$ cat config.mk
export PLATFORM = sky130hd
export DESIGN_NAME = dbg_bus_arbiter
export DESIGN_NICKNAME = d
export VERILOG_FILES = /design/src/rtl/dbg_bus_arbiter.sv
export SDC_FILE = /design/constraint.sdc
export NUM_CORES = 1
export LEC_CHECK = 0
export CELL_PAD_IN_SITES_DETAIL_PLACEMENT = 1
export CELL_PAD_IN_SITES_GLOBAL_PLACEMENT = 1
export CORE_AREA = 2 2 122 124
export DETAILED_ROUTE_END_ITERATION = 10
export DIE_AREA = 0 0 124 126
export GPL_TIMING_DRIVEN = 1
export PLACE_DENSITY = 0.88
export SLEW_MARGIN = 10
export SYNTH_ARGS = -nofsm -noshare
export SYNTH_HDL_FRONTEND = slang
export SYNTH_SLANG_ARGS = --single-unit
export TNS_END_PERCENT = 50
$ cat constraint.sdc
create_clock -name clk_i -period 3.15 [get_ports clk_i]
set_clock_uncertainty 0.15 [all_clocks]
set_input_delay 0.7875 -clock clk_i [delete_from_list [all_inputs] [get_ports clk_i]]
set_output_delay 0.7875 -clock clk_i [all_outputs]
set_load 0.05 [all_outputs]
$ cat src/rtl/dbg_bus_arbiter.sv
// Two-port arbiter sharing one OBI-style data memory port between the core
// data port (port 0) and the debug-module system bus master (port 1).
// Requests are granted in the same cycle the memory accepts them, and the
// issuer of each accepted request is queued so that in-order responses can be
// routed back to the right requester.
module dbg_bus_arbiter #(
  parameter int unsigned AddrWidth      = 32,
  parameter int unsigned DataWidth      = 32,
  parameter int unsigned MaxOutstanding = 2,
  parameter int unsigned SbaFixedPrio   = 0
) (
  input  logic                   clk_i,
  input  logic                   rst_ni,
  // core data port
  input  logic                   core_req_i,
  input  logic [AddrWidth-1:0]   core_addr_i,
  input  logic                   core_we_i,
  input  logic [DataWidth/8-1:0] core_be_i,
  input  logic [DataWidth-1:0]   core_wdata_i,
  output logic                   core_gnt_o,
  output logic                   core_rvalid_o,
  output logic [DataWidth-1:0]   core_rdata_o,
  // debug system bus master port
  input  logic                   sb_req_i,
  input  logic [AddrWidth-1:0]   sb_addr_i,
  input  logic                   sb_we_i,
  input  logic [DataWidth/8-1:0] sb_be_i,
  input  logic [DataWidth-1:0]   sb_wdata_i,
  output logic                   sb_gnt_o,
  output logic                   sb_rvalid_o,
  output logic [DataWidth-1:0]   sb_rdata_o,
  // memory port
  output logic                   m_req_o,
  output logic [AddrWidth-1:0]   m_addr_o,
  output logic                   m_we_o,
  output logic [DataWidth/8-1:0] m_be_o,
  output logic [DataWidth-1:0]   m_wdata_o,
  input  logic                   m_gnt_i,
  input  logic                   m_rvalid_i,
  input  logic [DataWidth-1:0]   m_rdata_i,
  output logic                   unexp_rvalid_o
);

  localparam int unsigned CntWidth = $clog2(MaxOutstanding + 1);
  localparam int unsigned PtrWidth = (MaxOutstanding > 1) ? $clog2(MaxOutstanding) : 1;

  typedef enum logic {
    PORT_CORE = 1'b0,
    PORT_SBA  = 1'b1
  } port_e;

  port_e                id_q [MaxOutstanding];
  logic [PtrWidth-1:0]  wr_ptr_q, rd_ptr_q;
  logic [CntWidth-1:0]  cnt_q;
  logic                 lock_q, lock_d;
  port_e                lock_port_q, last_grant_q;

  logic                 core_req, sb_req, m_rvalid;
  logic                 full, empty;
  port_e                sel, head;
  logic                 sel_req, grant, push, pop;

  function automatic logic [PtrWidth-1:0] ptr_inc(input logic [PtrWidth-1:0] p);
    return (p == PtrWidth'(MaxOutstanding - 1)) ? '0 : p + PtrWidth'(1);
  endfunction

  // Selection, memory request/payload mux, grant and response routing.
  // Inputs are qualified with rst_ni so every output is 0 while reset is held,
  // not just after the next clock edge.
  always_comb begin
    core_req = core_req_i & rst_ni;
    sb_req   = sb_req_i & rst_ni;
    m_rvalid = m_rvalid_i & rst_ni;
    full     = (cnt_q == CntWidth'(MaxOutstanding));
    empty    = (cnt_q == '0);
    head     = id_q[rd_ptr_q];

    sel = PORT_CORE;
    if (lock_q)                      sel = lock_port_q;
    else if (core_req && !sb_req)    sel = PORT_CORE;
    else if (!core_req && sb_req)    sel = PORT_SBA;
    else if (core_req && sb_req)
      sel = (SbaFixedPrio != 0) ? PORT_SBA
          : ((last_grant_q == PORT_SBA) ? PORT_CORE : PORT_SBA);

    sel_req = (sel == PORT_SBA) ? sb_req : core_req;
    m_req_o = sel_req & ~full;
    grant   = m_req_o & m_gnt_i;
    push    = grant;
    pop     = m_rvalid & ~empty;

    m_addr_o  = '0;
    m_we_o    = 1'b0;
    m_be_o    = '0;
    m_wdata_o = '0;
    if (sel_req) begin
      if (sel == PORT_SBA) begin
        m_addr_o  = sb_addr_i;
        m_we_o    = sb_we_i;
        m_be_o    = sb_be_i;
        m_wdata_o = sb_wdata_i;
      end else begin
        m_addr_o  = core_addr_i;
        m_we_o    = core_we_i;
        m_be_o    = core_be_i;
        m_wdata_o = core_wdata_i;
      end
    end

    core_gnt_o     = grant & (sel == PORT_CORE);
    sb_gnt_o       = grant & (sel == PORT_SBA);
    core_rvalid_o  = pop & (head == PORT_CORE);
    sb_rvalid_o    = pop & (head == PORT_SBA);
    core_rdata_o   = core_rvalid_o ? m_rdata_i : '0;
    sb_rdata_o     = sb_rvalid_o ? m_rdata_i : '0;
    unexp_rvalid_o = m_rvalid & empty;

    // Freeze selection while a request waits for the memory, or while the
    // selected port keeps requesting against a full ID queue.
    lock_d = ~grant & ((m_req_o & ~m_gnt_i) | (lock_q & full & sel_req));
  end

  // Selection lock and round-robin history.
  always_ff @(posedge clk_i or negedge rst_ni) begin
    if (!rst_ni) begin
      lock_q       <= 1'b0;
      lock_port_q  <= PORT_CORE;
      last_grant_q <= PORT_SBA;
    end else begin
      lock_q <= lock_d;
      if (lock_d && !lock_q) lock_port_q <= sel;
      if (grant)             last_grant_q <= sel;
    end
  end

  // In-order ID queue of outstanding transactions.
  always_ff @(posedge clk_i or negedge rst_ni) begin
    if (!rst_ni) begin
      for (int unsigned i = 0; i < MaxOutstanding; i++) id_q[i] <= PORT_CORE;
      wr_ptr_q <= '0;
      rd_ptr_q <= '0;
      cnt_q    <= '0;
    end else begin
      if (push) begin
        id_q[wr_ptr_q] <= sel;
        wr_ptr_q       <= ptr_inc(wr_ptr_q);
      end
      if (pop) rd_ptr_q <= ptr_inc(rd_ptr_q);
      cnt_q <= cnt_q + CntWidth'(push) - CntWidth'(pop);
    end
  end

endmodule

Yosys cells after proc, flatten, opt, wreduce, memory -nomap -nowiden. Cells that the tools add are included.

Logic and storage cells: 73. Flip-flop bits (word level): 9. Output and inout bits: 139. Input port bits: 176.

Mux-type cells: 24. Magnitude comparators: 3. Equal/unequal tests: 1. Bitwise gates (word level): 24. Add/sub/neg operators: 4. Reductions and logical operators: 9.

Operators by type and width (number): $mux 32 (6); $and 1x1->1 (15); $mux 1 (14); $mux 4 (2); $not 1->1 (6); $logic_and 1x1->1 (5); $ge 2x2->1 const B (2); $not 1->2 (2); $logic_not 1->1 (3); $add 1x1->1 const B (2); $add 2x1->2 (1); $bwmux 2 (1); $eq 2x2->1 const B (1); $logic_not 2->1 (1); $lt 2x1->1 const B (1); $sub 2x1->2 (1); $demux 1 s1 (1); $or 1x1->1 (1).

Logic depth before layout (Yosys ltp).
Word-level depth: 12. Mapped depth: 7. Depth with buffers taken out: 7.

Worst setup path after synthesis. OpenSTA, ideal clock, no wires.

Kind: input to output. Start: input port rst_ni. End: output port sb_gnt_o. Required time: 2.213 ns. Cell stages on the path: 5. Path buffers: 2. Arrival: 2.449 ns. Setup slack: -0.236 ns. Cell sequence: nor2b_1 a32oi_1 buf_4 buf_6 nor3_1.

Cells in the longest elaborated chain, start to end: 10.

Ends and longest elaborated chain: start, declared (line 13) `input logic rst_ni,`; $and 1x1->1 (on tied branches) (line 71, 72); $logic_and 1x1->1 / $logic_not 1->1 (equally long branches) (line 82, 81); $mux 1 / $logic_and 1x1->1 (equally long branches) (line 82, 81); $mux 1 (line 81) `else if (!core_req && sb_req) sel = PORT_SBA;`; $mux 1 (line 80) `else if (core_req && !sb_req) sel = PORT_CORE;`; $mux 1 (line 79) `if (lock_q) sel = lock_port_q;`; $mux 1 (line 86) `sel_req = (sel == PORT_SBA) ? sb_req : core_req;`; $and 1x1->1 (line 87) `m_req_o = sel_req & ~full;`; $and 1x1->1 (line 88) `grant = m_req_o & m_gnt_i;`; $and 1x1->1 * (line 111) `sb_gnt_o = grant & (sel == PORT_SBA);`; end, declared (line 29) `output logic sb_gnt_o,`.

Mark *: on every way between the ends. The rest lies on a longest branch, timed or not.

Final worst setup path.
Start: input port rst_ni. End: output port m_addr_o[25].

Cells in the longest elaborated chain, start to end: 8.

Ends and longest elaborated chain: $and 1x1->1 (on tied branches) (line 71, 72); $logic_and 1x1->1 / $logic_not 1->1 (equally long branches) (line 82, 81); $mux 1 / $logic_and 1x1->1 (equally long branches) (line 82, 81); $mux 1 (line 81); $mux 1 (line 80); $mux 1 (line 79); $mux 32 / $mux 1 (equally long branches) (line 97, 86); $mux 32 * (line 96) `if (sel_req) begin`; end, declared (line 34) `output logic [AddrWidth-1:0] m_addr_o,`.

Marks and branches as above.

==> metrics.csv <==
stage;metric;value;unit
layout;syn_to_final_growth;282;%
detailed_routing;drt_iter0_markers;83;
worst_setup_path;r2r_start;lock_q;
place;place_area;7010;um2
clock_tree;cts_buffer_depth;2;
grt;grt_remaining_overflow;0;
grt;grt_use_met2;39.3;%
place;dpl.hpwl;13.4;mm
worst_setup_path;worst-path-buf-inv;4;
worst_setup_path;end_kind;primary output;
timing;fin_crit;3.12;ns
grt;met1_usage;18.9;%
logic_synthesis;synthAdderAreaFrac;0.632;%
clock_tree;root_buffer;clkbuf_16;
grt;grtUsageMet3;5.07;%
worst_setup_path;crit_start;rst_ni;
layout;fin_area;7560;um2
die;rows;44;
logic_synthesis;synth_xor_area_share;2.21;%
timing;period_share;98.9;%
run;maxCapViolCount;0;
worst_setup_path;critPathKind;primary input to primary output;
logic_synthesis;synth_seq_cells;9;
status;status;finished clean;
die;die_w;124;um
clock_tree;clkTransAtPathRegs;0.04;ns
detailed_routing;wl_per_cell;19.9;um
timing;slew_headroom;42.9;%
logic_synthesis;yosys_warnings;0;
grt;gr-usage-all-layers;19.6;%
power;total_power;3.76;mW
place;pre_cts_ws;-0.419;ns
power;power-per-cell-area;497;nW/um2
place;port-buffer-count;314;
timing;finalHoldViolations;0;
clock_tree;numCtsBuffers;3;
logic_synthesis;yosys.area_share.simple;37.0;%
worst_setup_path;critPathArrivalTime;2.18;ns
worst_setup_path;path_delay_family;buffers and inverters;
timing;slew_viol_final;0;
power;peakVddDrop;0.297;mV
worst_setup_path;worstPathRequired;2.21;ns
worst_setup_path;cp_max_fo;8;
layout;final_nets;823;
die;start_util;13.8;%
clock_tree;cts_tree;built;
power;p_leak;3.22;nW
timing;rsz0062_at_grt;true;
logic_synthesis;ys_seq_area_share;11.4;%
place;globalplace.congestion;0.903;
logic_synthesis;synth_cells;311;
worst_setup_path;cp_cell_sequence;buf_6, nor2b_4, a32oi_4, buf_12, buf_4, mux2i_1, nor2_2, buf_12;
die;die_y;126;um
grt;grt_pass1_wl;23.6;mm
layout;final_util;52.8;%
timing;worstMarginPinSlew;0.857;ns
detailed_routing;drc;0;
timing;finalWorstSetupSlack;0.0344;ns
logic_synthesis;yosys.cell_types.count;30;
logic_synthesis;synth_area;1980;um2
worst_setup_path;slowest_stage;a32oi_4;
layout;drive_above_1_share;44.2;%
timing;holdWs;0.322;ns
clock_tree;cts_num_sinks;9;
worst_setup_path;slowest_delay;0.32;ns
logic_synthesis;synth_top_family_by_area;simple AND/OR/NAND/NOR gates;
worst_setup_path;crit_top_cell;buf_12;
min_path;hold_path.class;primary input to asynchronous set/reset pin;
timing;clock.fmax;321;MHz
detailed_routing;num_vias;3618;
logic_synthesis;syn_avg_cell_area;6.37;um2
detailed_routing;ant_nets;0;
die;io_pins;315;
grt;grt_pass1_vias;4081;
logic_synthesis;synth_compound_area_share;4.11;%
detailed_routing;drt_pass1_iterations;4;
worst_setup_path;crit_path_start_kind;primary input;
clock_tree;clock_latency;0.24;ns
logic_synthesis;syn_nets;488;
grt;antenna_found_initial;1;
clock_tree;htreeDepth;1;
logic_synthesis;synthMuxAreaShare;36.4;%
grt;grt_max_degree;34;
die;die_area;15600;um2
detailed_routing;routed_wl;16.5;mm
grt;top_usage_layer;met2;
timing;setup_viol;0;
die;core;14300;um2
detailed_routing;via_per_inst;4.36;
[per-layer routing]
layer | part of all wire, % | wire, um | vias to the layer above
met5 | 0 | 0 | -
met4 | 3.7 | 607 | 0
met3 | 7.8 | 1290 | 38
met2 | 56 | 9300 | 192
met1 | 32 | 5290 | 1695
li1 | - | - | 1693
[cells in the final DEF, fill, tap and decap left out, types with 2 or more instances in the layout]
cell,n
dfrtp_1,8
buf_6,7
o41ai_1,2
mux2i_4,10
inv_1,2
o31ai_1,2
buf_4,22
nor2_2,72
buf_12,147
mux2i_2,5
clkbuf_16,6
mux2i_1,56
nor2_1,65
nor3_1,4
nand2_2,3
nand2b_1,2
nand2_1,32
clkdlybuf4s50_1,171
nor2_4,2
xnor2_1,2
xor2_1,3
[path summary, 6_finish.rpt]
| kind | endpoint | slack (ns) | cells past startpoint |
|---|---|---|---|
| max | m_addr_o[25] | 0.03 | 8 |
| min | cnt_q[0] | 0.32 | 2 |
| max reg2reg | cnt_q[1] | 0.88 | 9 |
| min reg2reg | last_grant_q | 0.34 | 2 |
| max in group asynchronous | last_grant_q | 2.29 | 2 |
| min in group clk_i | last_grant_q | 0.34 | 2 |
[where the power goes]
part | switching (mW) | internal (mW)
logic | 1.74 | 1.54
registers | 0.0810 | 0.175
clock network | 0.0631 | 0.168
total | 1.88 | 1.88
[synthesized netlist by cell type (all sizes together)]
master	n	area [um2]
a211oi	1	7.51
a21boi	1	7.51
a21oi	1	5.00
a32oi	1	8.76
and2	1	6.26
and3	1	6.26
buf	17	125
clkbuf	8	30.0
dfrtp	8	200
dfstp	1	26.3
ha	1	12.5
inv	2	7.51
mux2	1	11.3
mux2i	71	711
nand2	35	131
nand2b	2	12.5
nor2	139	524
nor2b	2	12.5
nor3	5	25.0
nor3b	1	7.51
o21ai	1	5.00
o221ai	1	15.0
o31ai	2	15.0
o41ai	2	17.5
or3	1	6.26
xnor2	2	17.5
xor2	3	26.3
[cell type report]
class                           count  area, um2
Multi-Input combinational cell    275       1980
Clock inverter                      1       5.00
Sequential cell                     9        226
Inverter                            2       7.51
Tap cell                          184        230
Fill cell                        1531       6750
Clock buffer                        3       75.1
Antenna cell                        1       2.50
Timing Repair Buffer              355       5040
[state kept, by name, indices dropped and copies added (netlist names)]
signal and flops:
lock_port_q 1, rd_ptr_q 1, cnt_q 2, last_grant_q 1, lock_q 1, id_q 2
wr_ptr_q 1
[through the flow]
| stage | std cells | setup TNS [ns] |
|---|---|---|
| finish | 830 | 0 |
| global route | 829 | -0.129 |
| CTS | 827 | -0.0224 |
| detailed placement | 812 | -35.60 |
| global placement | 812 | -26.30 |
| floorplan | 311 | -0.416 |
[kinds of logic (layout without fill, tap and decap cells)]
| kind of cell | Yosys count | in the layout |
|---|---|---|
| simple gates | 187 | 187 |
| mux | 72 | 72 |
| buf+inv | 27 | 361 |
| compound gates | 10 | 10 |
| flops | 9 | 9 |
| xor+xnor | 5 | 5 |
| fa+ha+maj | 1 | 1 |
| other cells | 0 | 1 |
[repair_timing]
action                     CTS  global route
pin swaps                    6             3
setup endpoints to repair  138            91
buffers inserted             8             1
hold endpoints to repair     0             0
hold buffers                 0             0
cloned                       3             3
resized for setup           44            55
(Power assumes the default switching activity.)
